==> config.mk <==
export PLATFORM = sky130hd
export DESIGN_NAME = uart_apb_cmd_master
export DESIGN_NICKNAME = d
export VERILOG_FILES = /design/src/rtl/uart_apb_cmd_pkg.sv /design/src/rtl/apb_access_timer.sv /design/src/rtl/uart_apb_cmd_master.sv
export SDC_FILE = /design/constraint.sdc
export NUM_CORES = 1
export LEC_CHECK = 0
export ABC_AREA = 0
export BUFFER_PORTS_ARGS = -buffer_cell sky130_fd_sc_hd__buf_4
export CAP_MARGIN = 25
export CORE_AREA = 2 2 99 53
export CTS_CLUSTER_DIAMETER = 200
export DETAILED_ROUTE_END_ITERATION = 8
export DIE_AREA = 0 0 101 55
export SYNTH_ARGS = -nofsm -noshare
export SYNTH_HDL_FRONTEND = slang
export SYNTH_SLANG_ARGS = --single-unit
==> constraint.sdc <==
create_clock -name PCLK -period 1.5 [get_ports PCLK]
set_input_delay 0.15 -clock PCLK [delete_from_list [all_inputs] [get_ports PCLK]]
set_output_delay 0.15 -clock PCLK [all_outputs]
set_load 0.02 [all_outputs]
==> src/rtl/uart_apb_cmd_pkg.sv <==
// Shared definitions for the UART byte-command APB initiator:
// command opcodes, default response bytes, FSM state encoding.
package uart_apb_cmd_pkg;

    localparam logic [7:0] OP_WRITE     = 8'h57;  // 'W'
    localparam logic [7:0] OP_READ      = 8'h52;  // 'R'
    localparam logic [7:0] DEF_ACK_BYTE = 8'h4B;  // 'K'
    localparam logic [7:0] DEF_ERR_BYTE = 8'h45;  // 'E'

    // Width of the ACCESS wait-state counter; covers TIMEOUT up to 255
    localparam int TMR_WIDTH = 8;

    typedef enum logic [2:0] {
        IDLE,
        GET_ADDR,
        GET_DATA,
        SETUP,
        ACCESS,
        RESP
    } state_t;

    // True for the two opcodes that start an APB transfer
    function automatic logic is_known_op(input logic [7:0] b);
        return (b == OP_WRITE) || (b == OP_READ);
    endfunction

endpackage

==> src/rtl/apb_access_timer.sv <==
// Wait-state counter for the APB ACCESS phase. Cleared on the way into
// ACCESS, counts cycles where the slave holds PREADY low, and flags the
// cycle in which the wait would reach TIMEOUT. TIMEOUT of 0 never expires.
module apb_access_timer
    import uart_apb_cmd_pkg::*;
#(
    parameter int TIMEOUT = 255
) (
    input  logic PCLK,
    input  logic PRESET,
    input  logic clr,
    input  logic en,
    output logic expired
);

    logic [TMR_WIDTH-1:0] count_reg;

    // Count waiting ACCESS cycles; restart from zero for each transfer
    always_ff @(posedge PCLK or posedge PRESET) begin
        if (PRESET) begin
            count_reg <= '0;
        end else if (clr) begin
            count_reg <= '0;
        end else if (en) begin
            count_reg <= count_reg + 1'b1;
        end
    end

    // Expiry fires in the TIMEOUT-th waiting cycle, so ACCESS lasts exactly
    // TIMEOUT cycles when PREADY never rises
    generate
        if (TIMEOUT == 0) begin : g_no_timeout
            assign expired = 1'b0;
        end else begin : g_timeout
            localparam logic [TMR_WIDTH-1:0] LAST_WAIT = TMR_WIDTH'(TIMEOUT - 1);
            assign expired = en && (count_reg == LAST_WAIT);
        end
    endgenerate

endmodule

==> src/rtl/uart_apb_cmd_master.sv <==
// Byte-command APB initiator: collects 'W' addr data / 'R' addr commands
// from a UART receive strobe, runs one APB transfer, and hands back one
// response byte (ACK, read data or ERR) on a valid/ready transmit port.
module uart_apb_cmd_master
    import uart_apb_cmd_pkg::*;
#(
    parameter int         ADDR_WIDTH = 5,
    parameter int         TIMEOUT    = 255,
    parameter logic [7:0] ACK_BYTE   = DEF_ACK_BYTE,
    parameter logic [7:0] ERR_BYTE   = DEF_ERR_BYTE
) (
    input  logic                  PCLK,
    input  logic                  PRESET,
    input  logic [7:0]            RX_DATA,
    input  logic                  RX_VALID,
    output logic [7:0]            TX_DATA,
    output logic                  TX_VALID,
    input  logic                  TX_READY,
    output logic                  BUSY,
    output logic                  DROPPED,
    output logic [ADDR_WIDTH-1:0] PADDR,
    output logic                  PSEL,
    output logic                  PENABLE,
    output logic                  PWRITE,
    output logic [7:0]            PWDATA,
    input  logic [7:0]            PRDATA,
    input  logic                  PREADY,
    input  logic                  PSLVERR
);

    state_t                  state_reg;
    state_t                  state_next;
    logic                    write_reg;
    logic [ADDR_WIDTH-1:0]   addr_reg;
    logic [7:0]              wdata_reg;
    logic [7:0]              resp_reg;
    logic                    dropped_reg;
    logic                    tmr_clr;
    logic                    tmr_en;
    logic                    tmr_expired;

    apb_access_timer #(
        .TIMEOUT (TIMEOUT)
    ) u_timer (
        .PCLK    (PCLK),
        .PRESET  (PRESET),
        .clr     (tmr_clr),
        .en      (tmr_en),
        .expired (tmr_expired)
    );

    // State register; reset aborts any transfer in flight
    always_ff @(posedge PCLK or posedge PRESET) begin
        if (PRESET) begin
            state_reg <= IDLE;
        end else begin
            state_reg <= state_next;
        end
    end

    // Next-state: byte collection, fixed one-cycle SETUP, ACCESS until
    // PREADY or timeout, then hold the response until it is taken
    always_comb begin
        state_next = state_reg;
        case (state_reg)
            IDLE:     if (RX_VALID) state_next = is_known_op(RX_DATA) ? GET_ADDR : RESP;
            GET_ADDR: if (RX_VALID) state_next = write_reg ? GET_DATA : SETUP;
            GET_DATA: if (RX_VALID) state_next = SETUP;
            SETUP:    state_next = ACCESS;
            ACCESS:   if (PREADY || tmr_expired) state_next = RESP;
            RESP:     if (TX_READY) state_next = IDLE;
            default:  state_next = IDLE;
        endcase
    end

    // Outputs decoded from state so reset clears them without a clock
    always_comb begin
        PSEL     = (state_reg == SETUP) || (state_reg == ACCESS);
        PENABLE  = (state_reg == ACCESS);
        TX_VALID = (state_reg == RESP);
        BUSY     = (state_reg == SETUP) || (state_reg == ACCESS) || (state_reg == RESP);
        tmr_clr  = (state_reg == SETUP);
        tmr_en   = (state_reg == ACCESS) && !PREADY;
    end

    // Command fields and response byte; fields stay put from SETUP
    // through ACCESS because they only load while collecting bytes
    always_ff @(posedge PCLK or posedge PRESET) begin
        if (PRESET) begin
            write_reg   <= 1'b0;
            addr_reg    <= '0;
            wdata_reg   <= '0;
            resp_reg    <= '0;
            dropped_reg <= 1'b0;
        end else begin
            if (RX_VALID && BUSY) begin
                dropped_reg <= 1'b1;
            end
            case (state_reg)
                IDLE: begin
                    if (RX_VALID) begin
                        write_reg <= (RX_DATA == OP_WRITE);
                        if (!is_known_op(RX_DATA)) begin
                            resp_reg <= ERR_BYTE;
                        end
                    end
                end
                GET_ADDR: if (RX_VALID) addr_reg  <= RX_DATA[ADDR_WIDTH-1:0];
                GET_DATA: if (RX_VALID) wdata_reg <= RX_DATA;
                ACCESS: begin
                    if (PREADY) begin
                        if (PSLVERR)        resp_reg <= ERR_BYTE;
                        else if (write_reg) resp_reg <= ACK_BYTE;
                        else                resp_reg <= PRDATA;
                    end else if (tmr_expired) begin
                        resp_reg <= ERR_BYTE;
                    end
                end
                default: ;
            endcase
        end
    end

    assign PADDR   = addr_reg;
    assign PWRITE  = write_reg;
    assign PWDATA  = wdata_reg;
    assign TX_DATA = resp_reg;
    assign DROPPED = dropped_reg;

endmodule

==> results of run 1 <==
==> cell type report <==
type                            count  area [um2]
Fill cell                         409        2248
Sequential cell                    34       853.3
Multi-Input combinational cell     95       824.5
Timing Repair Buffer               75       619.3
Clock buffer                        6       82.58
Tap cell                           60       75.07
Inverter                            7       26.28
==> timing repair <==
item / 4_1_cts / 5_1_grt
hold buffers: 1 / 0
setup buffers: 8 / 6
endpoints found under the hold margin: 34 / 0
gates resized for setup: 19 / 28
pin swaps: 2 / 10
cloned: 0 / 0
setup endpoints to repair: 9 / 28
==> critical path, cell delays in order, from the launching register on <==
cell and delay (ns):
dfrtp_2 0.46, buf_6 0.14, nor4b_4 0.28, buf_6 0.17, o21ai_2 0.08, a21bo_4 0.20
o221ai_2 0.10
==> metrics by stage <==
stage               utilization [%]  power, mW  std cells
finish                        52.46      4.885        277
global route                  52.46      5.150        277
CTS                           49.07      4.447        271
detailed placement            44.42      3.513        256
global placement              44.42      3.463        256
floorplan                         -      2.652        139
==> logic make-up (layout without fill, tap and decap cells) <==
logic type | after synthesis | in the layout
AOI/OAI and AO/OA | 23 | 23
xor gates and xnor gates | 8 | 8
adders and majority gates | 2 | 2
buffers and inverters | 10 | 88
DFF | 34 | 34
muxes | 14 | 14
and+or+nand+nor | 48 | 48
==> worst paths after layout <==
check | startpoint | end | slack (ns) | depth (start not counted)
max | state_reg[0] | state_reg[2] | -0.05 | 6
max in group asynchronous | PRESET | state_reg[1] | 0.64 | 4
min reg2reg | DROPPED | DROPPED | 0.49 | 1
min | PRDATA[4] | TX_DATA[4] | 0.09 | 2
min in group asynchronous | PRESET | TX_DATA[0] | 0.52 | 4
max reg2reg | state_reg[0] | state_reg[2] | -0.05 | 6
==> where the power goes <==
group          switching [mW]  internal (mW)
combinational            1.26           1.46
clock                   0.308          0.354
sequential              0.248           1.26
total                    1.82           3.07
==> cells in the mapped netlist (all sizes together) <==
master   number  area share (%)
and4bb        1            0.78
nand4b        2             1.1
and3          1            0.39
o221ai        1            0.55
a21oi         6             1.9
a21bo         1            0.62
nand4         3             1.2
and2b         2            0.94
buf           3             1.7
a22o          3             1.6
o21ai         3             1.2
a21o          1            0.47
nor3          3            0.94
nand2b        1            0.39
mux2         13             9.1
inv           7             1.6
nand3         6             1.9
and4          1            0.55
mux2i         1            0.62
nor2b         2            0.78
and2          2            0.78
or2           1            0.39
o22ai         2            0.78
ha            2             1.6
o21a          1            0.47
a211oi        1            0.47
o2bb2ai       2             1.1
xor2          6             3.3
o2111ai       1            0.55
o22a          1            0.62
nor4b         1             1.5
nand2         7             1.6
or2b          1            0.47
dfrtp        34              53
xnor2         2             1.1
nor2         14             3.9
==> per-layer routing <==
metal | vias to the layer above | global-route usage (%)
met5 | - | 0
met4 | 0 | 7.207
met3 | 7 | 4.146
met2 | 47 | 26.22
met1 | 664 | 20.30
li1 | 647 | -
==> reports/qor.txt, run 1 <==
First-pass DRT Iterations: 4
Row count: 18
Hold Crit Class: in -> reg
Largest net degree at the start of global routing: 35
DRT iter0 DRCs: 75
Core ar.: 4730 um2
Worst Slack Setup Final: -0.05214 ns
Synth Area in Simple Gates: 17.56%
Worst setup SP type: flop
Post-synthesis xor/xnor area fraction: 4.372%
First-pass GRT wire length: 6561 um
Seq/Total Area, Yosys: 53.08%
CP arrival: 1.70 ns
IO Pins: 49
Met1 WL: 2080 um
Clock sinks: 34
CTS Buf Count: 5
Ys Warns: 0
Final nets: 242
Largest family of logic cells by synthesized area: simple AND/OR/NAND/NOR gates
Fin Hold WS: 0.09260 ns
Post-route DRC: 0
Initial Util: 33.89%
Routed wire per std cell: 15.92 um
Max layer used: met4
Antenna Diode Count: 0
Htree depth: 2
Avg Inst Size Synth: 11.53 um2
Initial antenna violation count: 0
Via count: 1365
Die height: 55 um
Overflow after GRT: 0
Post-synth cell types: 41
Mapped Area: 1603 um2
Most common cell after layout, fill and taps aside: buf_4
Least-Margin Pin Slew: 0.4309 ns
Mux cell area share after synthesis: 9.758%
Max FO, Critical Path: 7
Compound-Gate Fraction of Synth Area: 10.30%
Slew margin rel.: 71.28%
Routed wire length: 4410 um
Detail Route Antenna Nets: 0
Setup CP Type: reg -> reg
Area Growth Syn to Fin: 54.80%
CP Capture Type: flop
Mapped Nets: 163
MaxCap Viol Count: 0
Synth Area in Adders: 1.561%
Root Driver: clkbuf_8
Worst VDD drop: 0.9843 mV
Width of the die: 101 um
Drt via density: 4.928
Clk_lat worst skew: 0.28 ns
Share of layout cells above drive strength 1: 53.00%
Leakage: 1.189 nW
Failing checks: negative setup slack
Fmax: 644.3 MHz
Vias in the first global route: 1415
#FFs+latches synth: 34
RePlAce Congestion: 0.8546
Most frequent cells in the layout: 62 x buf_4, 32 x dfrtp_1, 13 x mux2_4, 11 x buf_6, 10 x nor2_1
Post-route cell area: 2481 um2
Max-slew violations: 0
Critical Path RT: 1.65 ns
Worst-path clk slew: 0.06 ns
CTS tree: done
Met3 routed WL: 264 um
Largest buffer count on any clock path: 2
Detailed Place HPWL: 2966 um
Pwr dens: 1969 nW/um2
Final setup vio count: 13
Post-Syn Instances: 139
Period utilization: 103.5%
Setup TNS Final: -0.4404 ns
RSZ-0062 raised after global routing: true
Skew final: 0.004845 ns
Total track usage: 15.91%
DP Worst Slack: -0.001740 ns
Fin. Hold Viols: 0
I/O Buffers: 48
Placed inst area: 2101 um2
Status: finished with violations
Die area: 5555 um2
Fin crit period: 1.552 ns
DR WL met2: 2010 um
Note: power is estimated with default switching activity, not from simulation.
==> run 2: changes to the inputs <==
- clock period: 1.5 -> 1.52 ns (I/O delays scaled with it)
==> run 2 against run 1 <==
The flow still finishes with violations (negative setup slack); first-iteration DRC count grew 8.0%; sequential power is essentially flat; final area grew 0.20%; clock-buffer cell count grew 1; via count grew 1.2%; die area is the same; fmax shrank 1.1%; hold slack gained 0.0063 ns; non-clock buffer count shrank 1; critical path depth is the same; critical endpoint is now u_timer.count_reg[7]; largest cell class unchanged.
==> reports/qor.txt, run 2 (same netlist as run 1, synthesis figures left out) <==
Core ar.: 4730 um2 (unchanged)
Failing checks: negative setup slack (unchanged)
Drt via density: 4.971 (was 4.928)
Fillers: 403 (was 409)
Area Growth Syn to Fin: 55.11% (was 54.80%)
Clock sinks: 34 (unchanged)
Worst-path clk slew: 0.07 ns (was 0.06 ns)
Routed wire per std cell: 16.25 um (was 15.92 um)
Detail Route Antenna Nets: 0 (unchanged)
RSZ-0062 raised after global routing: true (unchanged)
Hold Crit Class: in -> reg (unchanged)
CP Capture Type: flop (unchanged)
Skew final: 0.007519 ns (was 0.004845 ns)
Clk_lat worst skew: 0.28 ns (about the same)
Register area: 853.3 um2 (unchanged)
Slew margin rel.: 69.72% (was 71.28%)
I/O Buffers: 48 (unchanged)
Row count: 18 (unchanged)
Post-route DRC: 0 (unchanged)
Largest buffer count on any clock path: 2 (unchanged)
Least-Margin Pin Slew: 0.4542 ns (was 0.4309 ns)
Antenna Diode Count: 0 (unchanged)
Period utilization: 103.3% (was 103.5%)
Routed wire length: 4517 um (was 4410 um)
Worst Slack Setup Final: -0.04974 ns (was -0.05214 ns)
MaxCap Viol Count: 0 (unchanged)
Via count: 1382 (was 1365)
Fin. Hold Viols: 0 (unchanged)
DP Worst Slack: -0.005379 ns (was -0.001740 ns)
Most common cell after layout, fill and taps aside: buf_4 (unchanged)
Fmax: 637.1 MHz (was 644.3 MHz)
Most frequent cells in the layout: 61 x buf_4, 32 x dfrtp_1, 10 x nor2_1, 10 x buf_6, 8 x mux2_4 (was 62 x buf_4, 32 x dfrtp_1, 13 x mux2_4, 11 x buf_6, 10 x nor2_1)
IO Pins: 49 (unchanged)
Initial Util: 33.89% (unchanged)
Largest net degree at the start of global routing: 35 (unchanged)
Worst setup SP type: flop (unchanged)
RePlAce Congestion: 0.8249 (was 0.8546)
Die area: 5555 um2 (unchanged)
First-pass GRT wire length: 6520 um (was 6561 um)
Share of layout cells above drive strength 1: 53.21% (was 53.00%)
Total track usage: 15.82% (was 15.91%)
Worst VDD drop: 0.7095 mV (was 0.9843 mV)
First-pass DRT Iterations: 4 (unchanged)
Root Driver: clkbuf_8 (unchanged)
CTS Buf Count: 5 (unchanged)
Final core utilization: 52.57% (was 52.46%)
CTS tree: done (unchanged)
Pwr dens: 1951 nW/um2 (was 1969 nW/um2)
Area of the multi-input gates: 804.5 um2 (was 824.5 um2)
Critical Path RT: 1.69 ns (was 1.65 ns)
Setup TNS Final: -0.09114 ns (was -0.4404 ns)
Max-slew violations: 0 (unchanged)
Max FO, Critical Path: 8 (was 7)
Setup CP Type: reg -> reg (unchanged)
DRT iter0 DRCs: 81 (was 75)
Width of the die: 101 um (unchanged)
Die height: 55 um (unchanged)
CP arrival: 1.74 ns (was 1.70 ns)
Vias in the first global route: 1321 (was 1415)
Leakage: 1.183 nW (was 1.189 nW)
Final setup vio count: 8 (was 13)
Initial antenna violation count: 0 (unchanged)
Detailed Place HPWL: 2904 um (was 2966 um)
Htree depth: 2 (unchanged)
Status: finished with violations (unchanged)
Fin crit period: 1.570 ns (was 1.552 ns)
Total power: 4.851 mW (was 4.885 mW)
Final nets: 241 (was 242)
Overflow after GRT: 0 (unchanged)
==> run 2: cell count changes in the layout (fill, tap and decap cells not counted), sizes merged <==
| cell | delta |
|---|---|
| buf | -1 |
| bufinv | +1 |
| clkbuf | +1 |
==> run 2: per-layer routing <==
metal  GRT usage (%)  up-vias  wire length (um)
met5               0        -                 0
met4           6.081        0                85
met3           3.643       10               269
met2           25.11       49              2075
met1           21.47      674              2086
li1                -      649                 -
==> run 2: where the power goes <==
| part | internal, mW | switching [mW] |
|---|---|---|
| Sequential | 1.24 | 0.234 |
| Combinational | 1.36 | 1.22 |
| Clock | 0.490 | 0.313 |
| Total | 3.09 | 1.77 |
==> run 2: final cells by class <==
cell class              instances  share of cell area (%)
flip-flops and latches         34                   34.32
inverters                       7                   1.057
repair buffers                 74                   24.96
multi-input cells              95                   32.36
well taps                      60                   3.020
clock buffers                   7                   3.070
clock inverters                 1                   1.208
==> run 2: timing repair <==
item,in CTS,in global routing
hold buffers,1,0
endpoints found under the hold margin,34,0
setup buffers,10,5
resized for setup,18,23
endpoints found under the setup margin,7,28
pin swaps,1,8
==> run 2: worst paths after layout <==
| kind | start | endpoint | cells after the start | slack, ns |
|---|---|---|---|---|
| min in group asynchronous | PRESET | TX_DATA[1] | 4 | 0.53 |
| setup / recovery | state_reg[1] | u_timer.count_reg[7] | 6 | -0.05 |
| setup reg to reg | state_reg[1] | u_timer.count_reg[7] | 6 | -0.05 |
| hold / removal | PRDATA[4] | TX_DATA[4] | 2 | 0.1 |
| hold reg to reg | TX_DATA[1] | TX_DATA[1] | 1 | 0.50 |
| max in group asynchronous | PRESET | state_reg[1] | 4 | 0.64 |
==> run 2: critical path, cell delays in order (launching register included) <==
cell     delay (ns)
dfrtp_2        0.45
buf_12         0.14
nor4b_4        0.28
buf_6          0.18
nand4_1        0.15
xor2_1         0.22
nor2_2         0.04
==> run 2: per-stage QoR <==
stage	cell area (um2)	instances	hold slack, ns
global placement	2086	254	0.2802
CTS	2361	273	0.09350
floorplan	1603	139	0.2689
global route	2486	278	0.08672
detailed placement	2086	254	0.2910
finish	2486	278	0.09888
